File: src/rtl/uart_byte_rx.sv
// uart_byte_rx: 8N1 UART receiver with mid-bit sampling, start-glitch rejection and framing check.
// Optional macro UART_RX_PARITY_EN adds a parity bit (sense set by PARITY_ODD) after the data bits.
module uart_byte_rx #(
  parameter int BIT_PERIOD  = 10417,
  parameter int HALF_PERIOD = BIT_PERIOD / 2,
  parameter bit PARITY_ODD  = 1'b0
) (
  input  logic        clk,
  input  logic        reset_n,
  input  logic        Rx,
  output logic [7:0]  rx_data,
  output logic        rx_valid,
  output logic        rx_busy,
  output logic        framing_error,
  output logic        parity_error,
  output logic [15:0] led_debug
);

  localparam int CW = $clog2(BIT_PERIOD + 1);
  localparam logic [CW-1:0] BIT_LAST  = CW'(BIT_PERIOD - 1);
  localparam logic [CW-1:0] HALF_LAST = CW'(HALF_PERIOD - 1);
  localparam logic [CW-1:0] CNT_ONE   = CW'(1);

  typedef enum logic [2:0] {IDLE, START, DATA, PARITY, STOP, BREAK} state_t;

  state_t        state_q, state_d;
  logic          sync_q, rx_s_q, rx_prev_q;
  logic [CW-1:0] cnt_q, cnt_d;
  logic [2:0]    bit_idx_q, bit_idx_d;
  logic [7:0]    shift_q, shift_d;
  logic [7:0]    rx_data_q, rx_data_d;
  logic          rx_valid_q, rx_valid_d;
  logic          ferr_q, ferr_d;
  logic          perr_q, perr_d;
  logic          par_bad_q, par_bad_d;
  logic          busy_q, busy_d;
  logic [3:0]    state_led;

  always_comb begin
    state_d    = state_q;
    cnt_d      = cnt_q + CNT_ONE;
    bit_idx_d  = bit_idx_q;
    shift_d    = shift_q;
    rx_data_d  = rx_data_q;
    rx_valid_d = 1'b0;
    ferr_d     = 1'b0;
    perr_d     = 1'b0;
    par_bad_d  = par_bad_q;

    case (state_q)
      IDLE: begin
        cnt_d = '0;
        if (rx_prev_q && !rx_s_q) begin
          state_d   = START;
          par_bad_d = 1'b0;
        end
      end
      START: begin
        if (cnt_q == HALF_LAST) begin
          cnt_d     = '0;
          bit_idx_d = 3'd0;
          state_d   = rx_s_q ? IDLE : DATA;
        end
      end
      DATA: begin
        if (cnt_q == BIT_LAST) begin
          cnt_d              = '0;
          shift_d[bit_idx_q] = rx_s_q;
          if (bit_idx_q == 3'd7) begin
`ifdef UART_RX_PARITY_EN
            state_d = PARITY;
`else
            state_d = STOP;
`endif
          end else begin
            bit_idx_d = bit_idx_q + 3'd1;
          end
        end
      end
`ifdef UART_RX_PARITY_EN
      PARITY: begin
        if (cnt_q == BIT_LAST) begin
          cnt_d     = '0;
          par_bad_d = (rx_s_q != ((^shift_q) ^ PARITY_ODD));
          state_d   = STOP;
        end
      end
`endif
      STOP: begin
        // A low stop bit wins over a parity mismatch; only a clean frame updates rx_data.
        if (cnt_q == BIT_LAST) begin
          cnt_d = '0;
          if (!rx_s_q) begin
            ferr_d  = 1'b1;
            state_d = BREAK;
          end else if (par_bad_q) begin
            perr_d  = 1'b1;
            state_d = IDLE;
          end else begin
            rx_valid_d = 1'b1;
            rx_data_d  = shift_q;
            state_d    = IDLE;
          end
        end
      end
      BREAK: begin
        cnt_d = '0;
        if (rx_s_q) state_d = IDLE;
      end
      default: begin
        cnt_d   = '0;
        state_d = IDLE;
      end
    endcase

    busy_d = (state_d == START) || (state_d == DATA) ||
             (state_d == PARITY) || (state_d == STOP);
  end

  always_ff @(posedge clk or negedge reset_n) begin
    if (!reset_n) begin
      sync_q     <= 1'b1;
      rx_s_q     <= 1'b1;
      rx_prev_q  <= 1'b1;
      state_q    <= IDLE;
      cnt_q      <= '0;
      bit_idx_q  <= '0;
      shift_q    <= '0;
      rx_data_q  <= '0;
      rx_valid_q <= 1'b0;
      ferr_q     <= 1'b0;
      perr_q     <= 1'b0;
      par_bad_q  <= 1'b0;
      busy_q     <= 1'b0;
    end else begin
      sync_q     <= Rx;
      rx_s_q     <= sync_q;
      rx_prev_q  <= rx_s_q;
      state_q    <= state_d;
      cnt_q      <= cnt_d;
      bit_idx_q  <= bit_idx_d;
      shift_q    <= shift_d;
      rx_data_q  <= rx_data_d;
      rx_valid_q <= rx_valid_d;
      ferr_q     <= ferr_d;
      perr_q     <= perr_d;
      par_bad_q  <= par_bad_d;
      busy_q     <= busy_d;
    end
  end

  // Only four LEDs for the state: PARITY shows as DATA and BREAK shows as STOP.
  always_comb begin
    state_led = 4'b0000;
    case (state_q)
      IDLE:          state_led = 4'b0001;
      START:         state_led = 4'b0010;
      DATA, PARITY:  state_led = 4'b0100;
      STOP, BREAK:   state_led = 4'b1000;
      default:       state_led = 4'b0000;
    endcase
  end

  assign rx_data       = rx_data_q;
  assign rx_valid      = rx_valid_q;
  assign rx_busy       = busy_q;
  assign framing_error = ferr_q;
  assign parity_error  = perr_q;
  assign led_debug     = {1'b0, bit_idx_q, rx_data_q, state_led};

endmodule

File: config.mk
export PLATFORM = sky130hd
export DESIGN_NAME = uart_byte_rx
export DESIGN_NICKNAME = d
export VERILOG_FILES = /design/src/rtl/uart_byte_rx.sv
export SDC_FILE = /design/constraint.sdc
export NUM_CORES = 1
export LEC_CHECK = 0
export BUFFER_PORTS_ARGS = -buffer_cell sky130_fd_sc_hd__buf_2
export CORE_UTILIZATION = 50
export CTS_CLUSTER_DIAMETER = 60
export CTS_CLUSTER_SIZE = 12
export DETAILED_ROUTE_END_ITERATION = 8
export GPL_TIMING_DRIVEN = 0
export PLACE_DENSITY_LB_ADDON = 0.08
export SETUP_SLACK_MARGIN = 0.3
export SLEW_MARGIN = 5
export SYNTH_ARGS = -nofsm -noshare
export SYNTH_HDL_FRONTEND = slang
export SYNTH_SLANG_ARGS = --single-unit
File: constraint.sdc
create_clock -name clk -period 1.85 [get_ports clk]
set_input_delay 0.37 -clock clk [delete_from_list [all_inputs] [get_ports clk]]
set_output_delay 0.37 -clock clk [all_outputs]
set_load 0.01 [all_outputs]
Yosys cells after proc, flatten, opt, wreduce, memory -nomap -nowiden
Index checks and enable logic that the tools add are counted.
{"block": "word_totals", "in_bits": 3, "register_bits": 42, "output_inout_bits": 28}
{"block": "classes", "addsub": 2, "n_eq_ne": 15, "n_lt_le_gt_ge": 2, "reduce_logical": 14, "mux": 26}
{"cell": "3-bit two-way mux", "count": 10}
{"cell": "14-bit two-way mux", "count": 2}
{"cell": "14-bit case mux with 2 select lines", "count": 1}
{"cell": "4-bit case mux with 4 select lines", "count": 1}
{"cell": "3-bit case mux with 5 select lines", "count": 1}
{"cell": "14-bit by 1-bit adder with 14-bit output, second input constant", "count": 1}
{"cell": "14-bit by 13-bit == test with 1-bit output, second input constant", "count": 1}
{"cell": "14-bit == test, second input constant", "count": 1}
{"cell": "3-bit by 2-bit == test with 1-bit output, second input constant", "count": 4}
{"cell": "3-bit == test, second input constant", "count": 4}
{"cell": "8-bit bitwise mux", "count": 1}
{"cell": "1-bit two-way mux", "count": 7}
{"cell": "3-bit by 1-bit == test with 1-bit output, second input constant", "count": 2}
{"cell": "2-bit != test, second input constant", "count": 3}
{"cell": "3-bit case mux with 2 select lines", "count": 1}
{"cell": "2-bit OR reduction", "count": 3}
{"cell": "3-bit by 4-bit less-than comparator with 1-bit output, second input constant", "count": 1}
{"cell": "4-bit AND reduction", "count": 1}
{"cell": "3-bit by 1-bit adder with 3-bit output, second input constant", "count": 1}
{"cell": "1-bit demux with 3-bit select", "count": 1}
{"cell": "3-bit by 1-bit >= comparator with 1-bit output, second input constant", "count": 1}
{"cell": "3-bit zero test", "count": 1}
{"cell": "1-bit logical OR", "count": 3}
{"cell": "3-bit AND reduction", "count": 1}
{"cell": "5 further kinds", "count": 6}

Depth between registers and ports, before layout
Gate-level depths: netlist of the first run.
{"block": "depth", "word_depth": 8, "depth_mapped": 9}

Worst setup path before layout of the first run
Ideal clock, no wire load.
{"block": "synth_path", "kind": "reg2reg", "startpoint": "register cnt_q[0]", "endpoint": "register bit_idx_q[0]", "path_stages_with_launch": 9, "t_arrival_ns": 1.702, "setup_time_ns": 0.125, "slack_ns": 0.023, "period_less_slack_ns": 1.827, "path_cell_list": "dfrtp_1 inv_1 ha_1 and2_1 and4_1 buf_6 a31oi_1 or3_4 mux2_4"}
{"block": "synth_between", "elab_chain_len": 3, "elab_cells_between_ends": 5, "classes_between": "eq/ne (4); reduce/logical (1)"}
{"element": "start, declared", "line": "28", "rtl": "logic [CW-1:0] cnt_q, cnt_d;"}
{"element": "start signal, assigned", "line": "140", "rtl": "cnt_q <= cnt_d;"}
{"element": "14-bit == test / 14-bit by 13-bit == test with 1-bit output (equally long branches)", "line": "66, 59"}
{"element": "2-bit != test (no source line)"}
{"element": "4-bit AND reduction (no source line) (*)"}
{"element": "end signal, assigned", "line": "141", "rtl": "bit_idx_q <= bit_idx_d;"}
{"element": "end, declared", "line": "29", "rtl": "logic [2:0] bit_idx_q, bit_idx_d;"}
Mark *: on every way between the ends. The rest lies on a longest branch, timed or not.
A chain may end at the register's enable or synchronous reset.

Worst setup path after layout of the first run
{"block": "layout_path", "startpoint": "register cnt_q[1]", "endpoint": "register bit_idx_q[0]"}
Same word-level chain as after synthesis.

==> results.py, run 1 <==
metrics = {
    "timing": {
        "worst_slew_pin_slew_ns": 0.910,
        "relSlewSlack_pct": 39.3,
        "min_period_ns": 1.98,
        "setup_viol": 21,
        "skew_ns": 0.00741,
        "min_period_over_period_pct": 107,
        "fin_ws_ns": -0.131,
        "final_hold_viol_count": 0,
        "rsz0062_at_grt": "true",
        "slew_violations": 0,
        "fmax_ghz": 0.505,
    },
    "grt": {
        "grt_pass1_vias": 1421,
        "grt_max_degree": 43,
        "antenna_found_initial": 0,
        "grt_pass1_wl_mm": 6.56,
        "grt_util_all_layers_pct": 20.9,
        "grt-ovfl-total": 0,
    },
    "layout": {
        "drive_above_1_share_pct": 49.4,
        "final_cells": 289,
        "diodes": 0,
        "fin_nets": 247,
        "nFillCells": 271,
        "area_delta_synth_final_pct": 30.4,
    },
    "synthesis": {
        "synth_edf_count": 0,
        "synth_common_cells": "dfrtp_1, nor2_1, nand2_1",
        "synth_warnings": 0,
        "netlist_area_sq_um": 2030,
        "synth_cells": 187,
        "postSynthAreaPerCell_sq_um": 10.9,
        "synthArstFlopShare_pct": 100,
        "synth_ff_type": "dfrtp_1",
        "post-synth-top-area-cell": "dfrtp_1",
        "post-synth-top-count-cell": "dfrtp_1",
        "yosysTopAreaCellShare_pct": 48.0,
        "synth_cell_types": 39,
        "ys_ff_latch": 42,
        "ys_seq_area_share_pct": 51.8,
        "ys_top_cells_by_area": "dfrtp_1, mux2_2, nor2_1, dfstp_2, buf_4",
    },
    "routing": {
        "drt_iter0_markers": 120,
        "post_drt_wl_per_cell_microns": 14.0,
        "vias": 1507,
        "drc": 0,
        "routed_wl_mm": 4.04,
        "ant_nets": 0,
        "first_pass_iters": 4,
        "viasPerCell": 5.21,
    },
    "clock_tree": {
        "cts.sinks": 42,
        "cts.clk_slew.worst_paths_ns": 0.08,
        "clockBufferDepth": 2,
        "worst_skew_pair.late_latency_ns": 0.30,
        "cts_tree": "done",
        "root_buffer": "clkbuf_8",
        "cts_made_buffers": 5,
        "postCtsHoldBufs": 0,
        "h-tree-depth": 2,
    },
    "floorplan": {
        "start_util_pct": 53.9,
        "row_count": 22,
        "dieWidth_microns": 65.8,
        "die_h_microns": 65.8,
        "core_sq_um": 3770,
        "die_area_sq_um": 4330,
        "num_io_pins": 31,
    },
    "worst_setup_path": {
        "worstSetupEndpoint": "bit_idx_q[0]",
        "reg2reg_from": "cnt_q[1]",
        "rr_worst_depth": 8,
        "crit_arrival_ns": 2.17,
        "crit_type": "reg -> reg",
        "critPathMaxFanout": 5,
        "ff2ff_setup_slack_ns": -0.13,
        "crit_required_ns": 2.04,
        "worstSetupEndpointType": "flop",
        "startpoint_type": "flop",
        "startpoint": "cnt_q[1]",
        "r2r_end": "bit_idx_q[0]",
    },
    "placed_design": {
        "port_buffers": 28,
        "place_inst": 264,
        "hpwl_mm": 2.60,
        "gp_congestion": 0.970,
    },
    "power_and_ir_drop": {
        "finalPower_mw": 2.17,
        "p_leak_nw": 1.40,
        "ir_drop_mv": 0.578,
        "power_density_nw_per_um2": 817,
    },
    "outcome": {
        "outcome": "finished, violations left",
        "failed_checks": "negative setup slack",
    },
    "min_path": {
        "hp-class": "in -> reg",
    },
    "run": {
        "maxCapViolations": 0,
    },
}
==> area by class of cell <==
class	instances	area, sq um	area share (%)
Buffer	14	109	4.10
Clock buffer	5	68.8	2.59
Inverter	7	26.3	0.991
Clock inverter	3	40.0	1.51
Tap cell	48	60.1	2.26
Multi-Input combinational cell	125	985	37.1
Timing Repair Buffer	45	299	11.3
Sequential cell	42	1060	40.1
==> flip-flops by register name (all words and copies together), names as in the netlist <==
register	cells
state_q	3
rx_s_q	1
sync_q	1
shift_q	8
rx_busy	1
rx_prev_q	1
framing_error	1
rx_valid	1
cnt_q	14
rx_data	8
bit_idx_q	3
==> logic make-up after synthesis <==
logic type / synth area share [%]
other: 0.184
adders and majority gates: 2.46
AOI/OAI and AO/OA: 2.46
and+or+nand+nor: 21.2
DFF: 51.8
muxes: 10.6
xor gates and xnor gates: 5.17
buffers and inverters: 6.15
==> layer usage <==
layer | vias up | part of all wire, % | GRT usage (%)
li1 | 723 | - | -
met1 | 741 | 39 | 23.7
met2 | 36 | 55 | 37.4
met3 | 7 | 4.1 | 5.34
met4 | 0 | 1.4 | 7.34
met5 | - | 0 | 0
==> where the power goes <==
group,internal (mW),total (mW),leakage (nW),switching (mW)
Combinational,0.208,0.408,0.789,0.201
Sequential,0.987,1.05,0.550,0.0665
Clock,0.397,0.706,0.0579,0.309
Total,1.59,2.17,1.40,0.576
==> worst min-delay path by stage <==
stage / slack, ns / depth (start not counted) / start / endpoint
final: 0.17 / 1 / Rx / sync_q
after global routing: 0.17 / 1 / Rx / sync_q
after CTS: 0.16 / 1 / Rx / sync_q
after detailed placement: 0.35 / 0 / sync_q / rx_s_q
after global placement: 0.35 / 0 / sync_q / rx_s_q
after floorplan: 0.07 / 0 / reset_n / bit_idx_q[0]
==> placed cells by master (no fill, tap or decap), types with 2 or more instances in the layout <==
cell type  netlist  layout
nand2b_1         3       3
nand2_2          0       2
nand2_1         17      15
buf_4           10      22
and4bb_1         2       2
xnor2_1          6       6
nand4_1          2       2
mux2_2          15      15
nor2_2           0       4
dfstp_2          3       3
xor2_1           6       6
mux2_4           1       2
nor2b_1          6       4
buf_6            1       7
buf_2            1      28
inv_1            7       6
nand3_1          6       5
ha_1             4       2
nor3b_4          0       2
clkbuf_8         0       5
and3_1           6       5
dfrtp_1         39      31
nor2_1          27      23
mux2i_1          2       2
ha_4             0       2
clkinv_2         0       2
dfrtp_2          0       8
conb_1           1       2
==> metrics by stage <==
| stage | setup TNS [ns] | util, % | cell area, sq um | worst slack [ns] | hold WS [ns] |
|---|---|---|---|---|---|
| 2_1_floorplan | 0 | - | 2050 | 0.0232 | 0.0744 |
| 6_report | -0.576 | 70.3 | 2650 | -0.131 | 0.169 |
| 3_3_place_gp | -0.314 | 59.7 | 2250 | -0.111 | 0.347 |
| 5_1_grt | -2.53 | 70.3 | 2650 | -0.169 | 0.165 |
| 4_1_cts | -0.459 | 67.0 | 2530 | -0.0771 | 0.158 |
| 3_5_place_dp | -0.602 | 59.7 | 2250 | -0.127 | 0.351 |
==> repair_timing <==
action | in CTS | in global routing
pin swaps | 3 | 6
gates resized for setup | 18 | 28
cloned | 2 | 0
setup endpoints to repair | 40 | 43
setup buffers | 10 | 5
==> worst max-delay path: stages, from the launching register on <==
cell and delay, ns:
dfrtp_1 0.39, inv_1 0.10, ha_4 0.14, and2_4 0.12, and4_4 0.22, buf_6 0.12, a31oi_4 0.08, or3_4 0.41
mux2_4 0.30
No activity file was read; power rests on OpenSTA's default activity.
==> run 2: changes to the inputs <==
ABC_AREA = 0   (was default)
CELL_PAD_IN_SITES_DETAIL_PLACEMENT = 0   (was default)
CELL_PAD_IN_SITES_GLOBAL_PLACEMENT = 1   (was default)
CORE_UTILIZATION = 40   (was 50)
==> run 2 against run 1 <==
The run still ends with negative setup slack left. Cell count grew 8.3%. Maximum frequency decreased by 1.9%. Clock power is 6.5% higher. Core utilization is 12 points lower. Register-to-register slack worse by 0.04 ns. Setup slack worse by 0.038 ns. Count of clock-buffer cells in the layout grew 2. Critical path type unchanged. Critical endpoint unchanged. Largest cell class is now multi-input combinational cells.
==> results.py, run 2 (synthesis gave the netlist of run 1 again) <==
metrics = {
    "grt": {
        "grt_pass1_vias": 1478,
        "antenna_found_initial": 0,
        "grt_util_all_layers_pct": 17.9,
        "grt_pass1_wl_mm": 7.14,
        "grt-ovfl-total": 0,
        "grt_max_degree": 43,
    },
    "routing": {
        "drt_iter0_markers": 72,
        "vias": 1510,
        "viasPerCell": 4.82,
        "routed_wl_mm": 4.61,
        "ant_nets": 0,
        "first_pass_iters": 4,
        "post_drt_wl_per_cell_microns": 14.7,
        "drc": 0,
    },
    "clock_tree": {
        "root_buffer": "clkbuf_8",
        "cts_made_buffers": 5,
        "h-tree-depth": 2,
        "cts_tree": "done",
        "worst_skew_pair.late_latency_ns": 0.30,
        "cts.sinks": 42,
        "postCtsHoldBufs": 0,
        "clockBufferDepth": 2,
        "cts.clk_slew.worst_paths_ns": 0.08,
    },
    "run": {
        "maxCapViolations": 0,
    },
    "worst_setup_path": {
        "crit_required_ns": 2.04,
        "ff2ff_setup_slack_ns": -0.17,
        "crit_arrival_ns": 2.21,
        "worstSetupEndpointType": "flop",
        "reg2reg_from": "bit_idx_q[0]",
        "crit_type": "reg -> reg",
        "rr_worst_depth": 6,
        "r2r_end": "bit_idx_q[0]",
        "critPathMaxFanout": 6,
        "startpoint_type": "flop",
    },
    "power_and_ir_drop": {
        "ir_drop_mv": 0.629,
        "p_sw_uw": 620,
        "p_seq_share_pct": 45.2,
        "internal-power_mw": 1.69,
        "clkPwrFrac_pct": 32.6,
        "p_sw_share_pct": 26.9,
        "p_leak_nw": 1.48,
        "power_density_nw_per_um2": 826,
        "comb_power_share_pct": 22.3,
        "finalPower_mw": 2.31,
    },
    "floorplan": {
        "start_util_pct": 42.2,
        "core_sq_um": 4820,
        "row_count": 25,
        "die_area_sq_um": 5380,
        "die_h_microns": 73.3,
        "dieWidth_microns": 73.3,
        "num_io_pins": 31,
    },
    "layout": {
        "layout_common_cells": "dfrtp_1, buf_4, buf_2",
        "drive_above_1_share_pct": 52.0,
        "fin_util_pct": 58.0,
        "area_delta_synth_final_pct": 37.4,
        "diodes": 0,
        "multiInputGateArea_sq_um": 1070,
        "final_common_cell": "dfrtp_1",
        "regMostFlops": "cnt_q",
        "fin_nets": 252,
        "nFillCells": 424,
        "ff_latch_area_sq_um": 1060,
        "largest_register_ffs": 14,
    },
    "timing": {
        "worst_slew_pin_slew_ns": 0.936,
        "skew_ns": 0.00769,
        "fmax_ghz": 0.495,
        "setup_viol": 19,
        "relSlewSlack_pct": 37.6,
        "min_period_ns": 2.02,
        "slew_violations": 0,
        "rsz0062_at_grt": "true",
        "fin_ws_ns": -0.169,
        "final_hold_viol_count": 0,
        "min_period_over_period_pct": 109,
    },
    "placed_design": {
        "port_buffers": 28,
        "hpwl_mm": 2.62,
        "gp_congestion": 0.789,
    },
    "outcome": {
        "outcome": "finished, violations left",
        "failed_checks": "negative setup slack",
    },
    "min_path": {
        "hp-class": "in -> reg",
        "min_to": "sync_q",
        "hold_start": "Rx",
        "whs_path_depth": 1,
    },
}
## run 2: changes by cell type in the layout (fill, tap and decap cells not counted), sizes merged
cell,delta
buf,+3
clkbuf,+3
clkinv,-2
nand4b,+1
## run 2: cell type report
class | instances | area share [%]
Clock buffer | 7 | 3.09
Tap cell | 67 | 3.00
Timing Repair Buffer | 49 | 11.8
Multi-Input combinational cell | 126 | 38.1
Clock inverter | 1 | 1.07
Buffer | 14 | 4.12
Inverter | 7 | 0.940
Sequential cell | 42 | 37.9
## run 2: worst max-delay path, stage by stage, from the launching register on
cell     delay [ns]
dfrtp_1        0.47
ha_1           0.24
ha_1           0.24
nor2_2         0.16
a31oi_4        0.10
or3_4          0.40
mux2_4         0.30
## run 2: power groups by stage
stage                     sequential [mW]  combinational, mW  clock, mW
after global placement               1.07              0.260          0
final                                1.04              0.515      0.752
after global routing                 1.05              0.556      0.807
after floorplan                      1.05              0.190          0
after detailed placement             1.07              0.266          0
after CTS                            1.04              0.429      0.774
## run 2: timing repair
action / 4_1_cts / 5_1_grt
buffers inserted: 15 / 5
pin swaps: 11 / 5
setup endpoints to repair: 41 / 42
cloned: 1 / 1
resized for setup: 36 / 24
## run 2: worst max-delay path by stage
stage	startpoint	to	slack (ns)	depth (start not counted)
detailed placement	cnt_q[0]	bit_idx_q[0]	-0.16	6
global placement	cnt_q[0]	bit_idx_q[0]	-0.13	6
CTS	cnt_q[0]	bit_idx_q[0]	-0.11	8
floorplan	cnt_q[0]	bit_idx_q[0]	0.02	8
finish	bit_idx_q[0]	bit_idx_q[0]	-0.17	6
global route	bit_idx_q[0]	bit_idx_q[0]	-0.23	6
## run 2: metrics by stage
stage | hold slack, ns | TNS, ns | setup WS [ns] | instance area [sq um] | std cells
after CTS | 0.157 | -0.725 | -0.106 | 2660 | 307
after global routing | 0.150 | -3.30 | -0.228 | 2800 | 313
after global placement | 0.346 | -0.867 | -0.135 | 2270 | 283
final | 0.168 | -1.13 | -0.169 | 2800 | 313
after detailed placement | 0.350 | -1.37 | -0.162 | 2270 | 283
after floorplan | 0.0744 | 0 | 0.0232 | 2050 | 188
## run 2: per-layer routing
layer  part of all wire [%]  vias up  track usage, %
met3                    3.0        7            4.53
met5                      0        -               0
met1                     43      750            21.0
met2                     53       26            30.9
met4                    1.5        0            8.33
li1                       -      727               -
